**src/rtl/store_datapath_if.sv**
```systemverilog
`default_nettype none
// ============================================================================
// Module   : store_datapath_if
// Purpose  : Config, rate-block and output-word handshakes of the SHAKE store stage.
// Revision : 1.0
// ============================================================================
interface store_datapath_if #(
   parameter int W    = 64,
   parameter int RATE = 1344
);
   logic [1:0]      operation_mode;
   logic [31:0]     output_size;
   logic            cfg_valid;
   logic            cfg_ready;
   logic [RATE-1:0] rate_output;
   logic            rate_valid;
   logic            rate_ready;
   logic            squeeze_request;
   logic [W-1:0]    data_out;
   logic            data_out_valid;
   logic            data_out_ready;
   logic            done;

   // Upstream/sink side: drives config, blocks and output backpressure
   modport master (
      output operation_mode, output_size, cfg_valid,
      input  cfg_ready,
      output rate_output, rate_valid,
      input  rate_ready, squeeze_request,
      input  data_out, data_out_valid,
      output data_out_ready,
      input  done
   );

   modport slave (
      input  operation_mode, output_size, cfg_valid,
      output cfg_ready,
      input  rate_output, rate_valid,
      output rate_ready, squeeze_request,
      output data_out, data_out_valid,
      input  data_out_ready,
      output done
   );
endinterface
`default_nettype wire

```
**src/rtl/store_datapath.sv**
```systemverilog
`default_nettype none
// ============================================================================
// Module   : store_datapath
// Purpose  : Serializes squeezed SHAKE rate blocks into byte-swapped output words,
//            requesting further squeezes until the requested length is produced.
//            Optional macro STORE_OUTPUT_MASK_EN zeroes unused bytes of the last word.
// Revision : 1.0
// ============================================================================
module store_datapath #(
   parameter int         W                 = 64,
   parameter int         RATE              = 1344,
   parameter logic [1:0] SHAKE128_MODE_VEC = 2'b01,
   parameter logic [1:0] SHAKE256_MODE_VEC = 2'b10
) (
   input  logic            clk,
   input  logic            rst,
   store_datapath_if.slave bus
);

   localparam int                WORDS128 = 1344 / W;
   localparam int                WORDS256 = 1088 / W;
   localparam int                CNT_W    = $clog2(WORDS128);
   localparam int                NBYTES   = W / 8;
   localparam logic [CNT_W-1:0]  LAST128  = CNT_W'(WORDS128 - 1);
   localparam logic [CNT_W-1:0]  LAST256  = CNT_W'(WORDS256 - 1);
   localparam logic [CNT_W-1:0]  CNT_ONE  = CNT_W'(1);
   localparam logic [31:0]       W32      = 32'(W);
   localparam logic [RATE-1:0]   KEEP256  = {{(RATE-1088){1'b0}}, {1088{1'b1}}};

   typedef enum logic [1:0] {
      IDLE       = 2'd0,
      WAIT_BLOCK = 2'd1,
      DRAIN      = 2'd2,
      FINISH     = 2'd3
   } state_t;

   state_t           state_q, state_d;
   logic             mode256_q, mode256_d;
   logic [31:0]      remaining_q, remaining_d;
   logic [CNT_W-1:0] word_cnt_q, word_cnt_d;
   logic [RATE-1:0]  block_q, block_d;

   logic             out_hs;
   logic             last_in_block;
   logic             last_word;
   logic             squeeze_d;
   logic [W-1:0]     cur_word;
   logic [W-1:0]     swapped;
   logic [W-1:0]     masked;

   assign out_hs        = (state_q == DRAIN) && bus.data_out_ready;
   assign last_in_block = (word_cnt_q == (mode256_q ? LAST256 : LAST128));
   assign last_word     = (remaining_q <= W32);
   assign cur_word      = block_q[W-1:0];

   // Lane byte 0 is the first stream byte, so it goes to the top of the word
   for (genvar b = 0; b < NBYTES; b++) begin : g_swap
      assign swapped[W-1-8*b -: 8] = cur_word[8*b +: 8];
   end

`ifdef STORE_OUTPUT_MASK_EN
   logic [4:0] raw_bytes;
   logic [3:0] valid_bytes;

   assign raw_bytes   = {1'b0, remaining_q[6:3]} + {4'd0, |remaining_q[2:0]};
   assign valid_bytes = (raw_bytes > 5'd8) ? 4'd8 : raw_bytes[3:0];

   for (genvar b = 0; b < NBYTES; b++) begin : g_mask
      assign masked[W-1-8*b -: 8] = (!last_word || (4'(b) < valid_bytes))
                                    ? swapped[W-1-8*b -: 8] : 8'h00;
   end
`else
   assign masked = swapped;
`endif

   assign bus.cfg_ready       = (state_q == IDLE);
   assign bus.rate_ready      = (state_q == WAIT_BLOCK);
   assign bus.data_out_valid  = (state_q == DRAIN);
   assign bus.data_out        = (state_q == DRAIN) ? masked : '0;
   assign bus.done            = (state_q == FINISH);
   assign bus.squeeze_request = squeeze_d;

   always_comb begin
      state_d     = state_q;
      mode256_d   = mode256_q;
      remaining_d = remaining_q;
      word_cnt_d  = word_cnt_q;
      block_d     = block_q;
      squeeze_d   = 1'b0;

      case (state_q)
         IDLE: begin
            if (bus.cfg_valid) begin
               mode256_d   = (bus.operation_mode == SHAKE256_MODE_VEC);
               remaining_d = bus.output_size;
               state_d     = (bus.output_size == 32'd0) ? FINISH : WAIT_BLOCK;
            end
         end
         WAIT_BLOCK: begin
            if (bus.rate_valid) begin
               block_d    = mode256_q ? (bus.rate_output & KEEP256) : bus.rate_output;
               word_cnt_d = '0;
               state_d    = DRAIN;
            end
         end
         DRAIN: begin
            if (out_hs) begin
               block_d     = block_q >> W;
               word_cnt_d  = word_cnt_q + CNT_ONE;
               remaining_d = last_word ? 32'd0 : (remaining_q - W32);
               if (last_word) begin
                  state_d = FINISH;
               end else if (last_in_block) begin
                  state_d   = WAIT_BLOCK;
                  squeeze_d = 1'b1;
               end
            end
         end
         FINISH: begin
            state_d = IDLE;
         end
         default: begin
            state_d = IDLE;
         end
      endcase
   end

   always_ff @(posedge clk) begin
      if (!rst) begin
         state_q     <= IDLE;
         mode256_q   <= 1'b0;
         remaining_q <= 32'd0;
         word_cnt_q  <= '0;
         block_q     <= '0;
      end else begin
         state_q     <= state_d;
         mode256_q   <= mode256_d;
         remaining_q <= remaining_d;
         word_cnt_q  <= word_cnt_d;
         block_q     <= block_d;
      end
   end

   // SHAKE128_MODE_VEC documents the encoding; every non-SHAKE256 value selects 21 words
   logic unused_mode128;
   assign unused_mode128 = ^SHAKE128_MODE_VEC;

endmodule
`default_nettype wire

```
**src/flat_wrapper.sv**
```systemverilog
// flat-port wrapper written by rule: the top's interface ports become plain ports
module store_datapath_flat 
#(
   parameter int         W                 = 64,
   parameter int         RATE              = 1344,
   parameter logic [1:0] SHAKE128_MODE_VEC = 2'b01,
   parameter logic [1:0] SHAKE256_MODE_VEC = 2'b10
)
  (clk, rst, bus_operation_mode, bus_output_size, bus_cfg_valid, bus_cfg_ready, bus_rate_output, bus_rate_valid, bus_rate_ready, bus_squeeze_request, bus_data_out, bus_data_out_valid, bus_data_out_ready, bus_done);
  store_datapath_if #(.W(W), .RATE(RATE)) bus_i ();
  input  logic clk;
  input  logic rst;
  input wire logic [$bits(bus_i.operation_mode)-1:0] bus_operation_mode;
  input wire logic [$bits(bus_i.output_size)-1:0] bus_output_size;
  input wire logic [$bits(bus_i.cfg_valid)-1:0] bus_cfg_valid;
  output wire logic [$bits(bus_i.cfg_ready)-1:0] bus_cfg_ready;
  input wire logic [$bits(bus_i.rate_output)-1:0] bus_rate_output;
  input wire logic [$bits(bus_i.rate_valid)-1:0] bus_rate_valid;
  output wire logic [$bits(bus_i.rate_ready)-1:0] bus_rate_ready;
  output wire logic [$bits(bus_i.squeeze_request)-1:0] bus_squeeze_request;
  output wire logic [$bits(bus_i.data_out)-1:0] bus_data_out;
  output wire logic [$bits(bus_i.data_out_valid)-1:0] bus_data_out_valid;
  input wire logic [$bits(bus_i.data_out_ready)-1:0] bus_data_out_ready;
  output wire logic [$bits(bus_i.done)-1:0] bus_done;
  assign bus_i.operation_mode = bus_operation_mode;
  assign bus_i.output_size = bus_output_size;
  assign bus_i.cfg_valid = bus_cfg_valid;
  assign bus_cfg_ready = bus_i.cfg_ready;
  assign bus_i.rate_output = bus_rate_output;
  assign bus_i.rate_valid = bus_rate_valid;
  assign bus_rate_ready = bus_i.rate_ready;
  assign bus_squeeze_request = bus_i.squeeze_request;
  assign bus_data_out = bus_i.data_out;
  assign bus_data_out_valid = bus_i.data_out_valid;
  assign bus_i.data_out_ready = bus_data_out_ready;
  assign bus_done = bus_i.done;
  store_datapath #(.W(W), .RATE(RATE), .SHAKE128_MODE_VEC(SHAKE128_MODE_VEC), .SHAKE256_MODE_VEC(SHAKE256_MODE_VEC)) u_core (.clk(clk), .rst(rst), .bus(bus_i));
endmodule
```
**config.mk**
```make
export PLATFORM = sky130hd
export DESIGN_NAME = store_datapath_flat
export DESIGN_NICKNAME = d
export VERILOG_FILES = /design/src/rtl/store_datapath_if.sv /design/src/rtl/store_datapath.sv /design/src/flat_wrapper.sv
export SDC_FILE = /design/constraint.sdc
export NUM_CORES = 2
export LEC_CHECK = 0
export BUFFER_PORTS_ARGS = -buffer_cell sky130_fd_sc_hd__buf_2
export CAP_MARGIN = 20
export CORE_AREA = 5 5 557 559
export DETAILED_ROUTE_END_ITERATION = 8
export DIE_AREA = 0 0 562 564
export SLEW_MARGIN = 20
export SYNTH_ARGS = -nofsm -noshare
export SYNTH_HDL_FRONTEND = slang
export SYNTH_SLANG_ARGS = --single-unit
```
**constraint.sdc**
```tcl
create_clock -name clk -period 2.7 [get_ports clk]
set_input_delay 0.54 -clock clk [delete_from_list [all_inputs] [get_ports clk]]
set_output_delay 0.54 -clock clk [all_outputs]
set_load 0.05 [all_outputs]
```
==> summary.md <==
| Metric | Value |
|---|---|
| Status | finished, violations left |
| Failing checks | negative setup slack |
| DR iter-0 viols | ~7,400 |
| Starting Density | 0.197 |
| Worst Max-Slew Pin Slew | roughly 0.88 ns |
| Clock-pin transition on the worst setup and hold timing paths | 0.06 ns |
| Largest family of logic cells by synthesized area | simple AND/OR/NAND/NOR gates |
| Final Critical Period | approximately 3.3 ns |
| Drt pass-1 iters | 6 |
| Share of layout cells above drive strength 1 | 0.207 |
| Antenna-violating nets left | 0 |
| Final hold violations | 0 |
| Via count | around 70,000 |
| DRC Markers | 0 |
| TritonCTS clock tree | built |
| Total Wirelength | ~350,000 um |
| Worst Setup End Kind | primary output |
| Async SR Flop Fraction | 0 |
| Post-synth top area share | 0.463 |
| GP Congestion | around 0.91 |
| CTS buffer count | 164 |
| Placed cell area | ~72,000 um^2 |
| Final setup fails | 5 |
| Slowest CP cell | or4_4 |
| DP Cell Count | between 10,000 and 15,000 |
| Pre-CTS WS | between 0.06 and 0.07 ns |
| Max-slew violations | 0 |
| Fin area | about 90,000 um^2 |
| Int Power | 43,400 uW |
| Psw | between 20,000 and 25,000 uW |
| CP Class | reg -> out |
| Wire length per cell | roughly 25 um |
| Post-synth design cell area | 59,900 um^2 |
| CP required | roughly 2.2 ns |
| Core ar. | 305,000 um^2 |
| H-tree depth | 4 |
| Total Power | approximately 65,000 uW |
| Yosys cell types | 58 |
| Mux cell area share after synthesis | 0.000522 |
| Comb pwr share | 0.249 |
| Vias in the first global route | 65,582 |
| First-pass GRT wire length | 478,000 um |
| Crit-path max FO | 3 |
| Clock skew | approximately 0.043 ns |
| Compound-gate portion of the synthesized area | 0.204 |
| Sequential element share of the synthesized area | 0.463 |
| Fin nets | about 11,000 |
| Gr usage total | 0.206 |
| # IOs | approximately 1,500 |
| FP Rows | just over 200 |
| Synth top area cells | dfxtp_1 46%, a311oi_1 16%, nand2_1 14% |
| Worst min-delay path category | in -> reg |
| Simple-Gate Fraction of Synth Area | 0.281 |
| Post-synth top area cell | dfxtp_1 |
| Synth Register Bits | about 1,400 |
| Setup TNS | -0.637 ns |
| Clock root buffer | clkbuf_16 |
| Max incr delay on CP | 0.55 ns |
| Via density per instance | about 4.9 |
| Seq pwr share | 0.398 |
| MaxCap Viol Count | 0 |
| CP Data Arrival Time | around 2.8 ns |
| Clk_lat worst skew | 0.82 ns |
| CP Launch Type | flip-flop |
| Number of buffers added on ports | between 1,000 and 1,500 |
| Most frequent cell after synthesis | nand2_1 |
| Max VDD drop | around 0.44 mV |
| DP HPWL | ~260,000 um |
| CTS max path bufs | 4 |
| EDFF count, synth | 0 |
| Clock power frac | 0.352 |
| Worst Setup Slack, final | -0.587 ns |
| RSZ-0062 raised after global routing | true |
| Largest net degree at the start of global routing | 170 |
| Final period util | 1.22 |
| Initial antenna violation count | approximately 150 |
| Post-synthesis instance total | a little under 8,000 |
| Area delta synth->final | 50.7% |
| Adder-cell share of the synthesized area | 0.000835 |
| Die Height | 564 um |
| Grt total ovfl | 0 |
| Die area | about 320,000 um^2 |
| Die span in x | approximately 560 um |
| Leakage | around 0.034 uW |
| Cells along the critical path | or4_4 > or3_4 > o31a_1 > nor2_2 > nor2_4 > buf_12 |
| Ys flop type | dfxtp_1 |
| Synth cell count leaders | 2,218 x nand2_1, 1,384 x dfxtp_1, 1,363 x nor2_1 |
| Avg Inst Size Synth | 7.71 um^2 |
| CTS sink count | roughly 1,400 |
| Fmax | 304 MHz |
| Finished Layout Cells | about 14,000 |
| Post-synth net total | roughly 9,200 |
| Rel. slew slack | 0.412 |
| Sw frac | 0.336 |
| Xor/xnor share of the synthesized area | 0.000585 |
| PwrDens | between 700 and 800 nW/um^2 |
| Synth warn | 0 |
==> worst max-delay path, delay by kind of cell (launching register included) <==
| family | cells | cell delay [ns] |
|---|---|---|
| flops | 1 | 0.31 |
| buf+inv | 1 | 0.16 |
| simple gates | 4 | 1.15 |
| compound gates | 1 | 0.32 |
==> timing repair <==
action | CTS | global route
gates cloned | 11 | 5
pin swaps | 33 | 20
setup endpoints to repair | 66 | 71
gates resized for setup | 240 | 34
hold buffers | 1080 | 0
buffers inserted | 30 | 12
hold endpoints to repair | 1080 | 0
==> sequential cells by signal (all words and copies together), names as in the netlist <==
register	cells
u_core.block_q	1344
u_core.remaining_q	32
u_core.word_cnt_q	5
u_core.state_q	2
u_core.mode256_q	1
==> placed cells by master, fill, tap and decap left out, types with 12 or more instances in the layout <==
master	netlist	routed
clkinv_2	0	18
a211oi_1	192	191
a22oi_1	66	65
buf_2	3	1385
buf_12	0	97
diode_2	0	59
dfxtp_1	1384	1381
o21ai_0	22	22
nand2_1	2218	2217
clkbuf_1	750	38
a311oi_1	1088	1088
nor2_1	1363	1362
nor3b_1	193	193
clkbuf_16	0	170
a21oi_1	30	30
buf_4	0	206
clkbuf_8	0	30
and2_4	0	60
nor3_1	210	209
buf_6	3	12
dlygate4sd3_1	0	1080
nor4_1	19	19
buf_8	0	42
==> logic make-up after synthesis <==
group | after synthesis
xor+xnor | 4
flops | 1384
fa+ha+maj | 4
compound gates | 1461
simple gates | 4120
buf+inv | 794
mux | 3
==> routing by layer <==
layer  global-route usage  up-vias  routed length (um)  share of wire
li1                     -    31829                   -              -
met1                0.250    32552              136000           0.39
met2                0.344     3699              163000           0.47
met3               0.0359      921               26700          0.076
met4                0.120       44               23600          0.067
met5                    0        -                 284        0.00081
==> cell type report <==
type	count	area, um^2
antenna	59	148
clock buffer	233	4680
clock inverter	54	790
fill	32098	214000
inverter	7	50.0
multi-input combinational	5592	29400
sequential	1384	27700
tap	3997	5000
timing repair buffer	2839	22500
timing repair inverter	1	8.76
==> power by group through the flow <==
stage | clock network, uW | registers, uW | logic (uW)
floorplan | 0 | 25000 | 9210
global placement | 0 | 26400 | 13900
detailed placement | 0 | 26400 | 14100
CTS | 23400 | 26000 | 16000
global route | 24100 | 26300 | 17800
finish | 23000 | 26000 | 16300
==> metrics by stage <==
step | hold WS (ns) | util
after floorplan | 0.448 | -
after detailed placement | 0.466 | 0.238
final | 0.0689 | 0.296
after CTS | 0.0000653 | 0.295
after global routing | 0.0119 | 0.296
after global placement | 0.459 | 0.238
==> worst paths after layout <==
kind / startpoint / to / slack (ns) / cells after the start
max: u_core.remaining_q[21] / bus_squeeze_request / -0.59 / 6
min: bus_rate_output[396] / u_core.block_q[396] / 0.07 / 3
max reg2reg: u_core.state_q[0] / u_core.block_q[621] / 0 / 9
min reg2reg: u_core.block_q[443] / u_core.block_q[379] / 0.44 / 2
No activity file was read; power rests on OpenSTA's default activity.
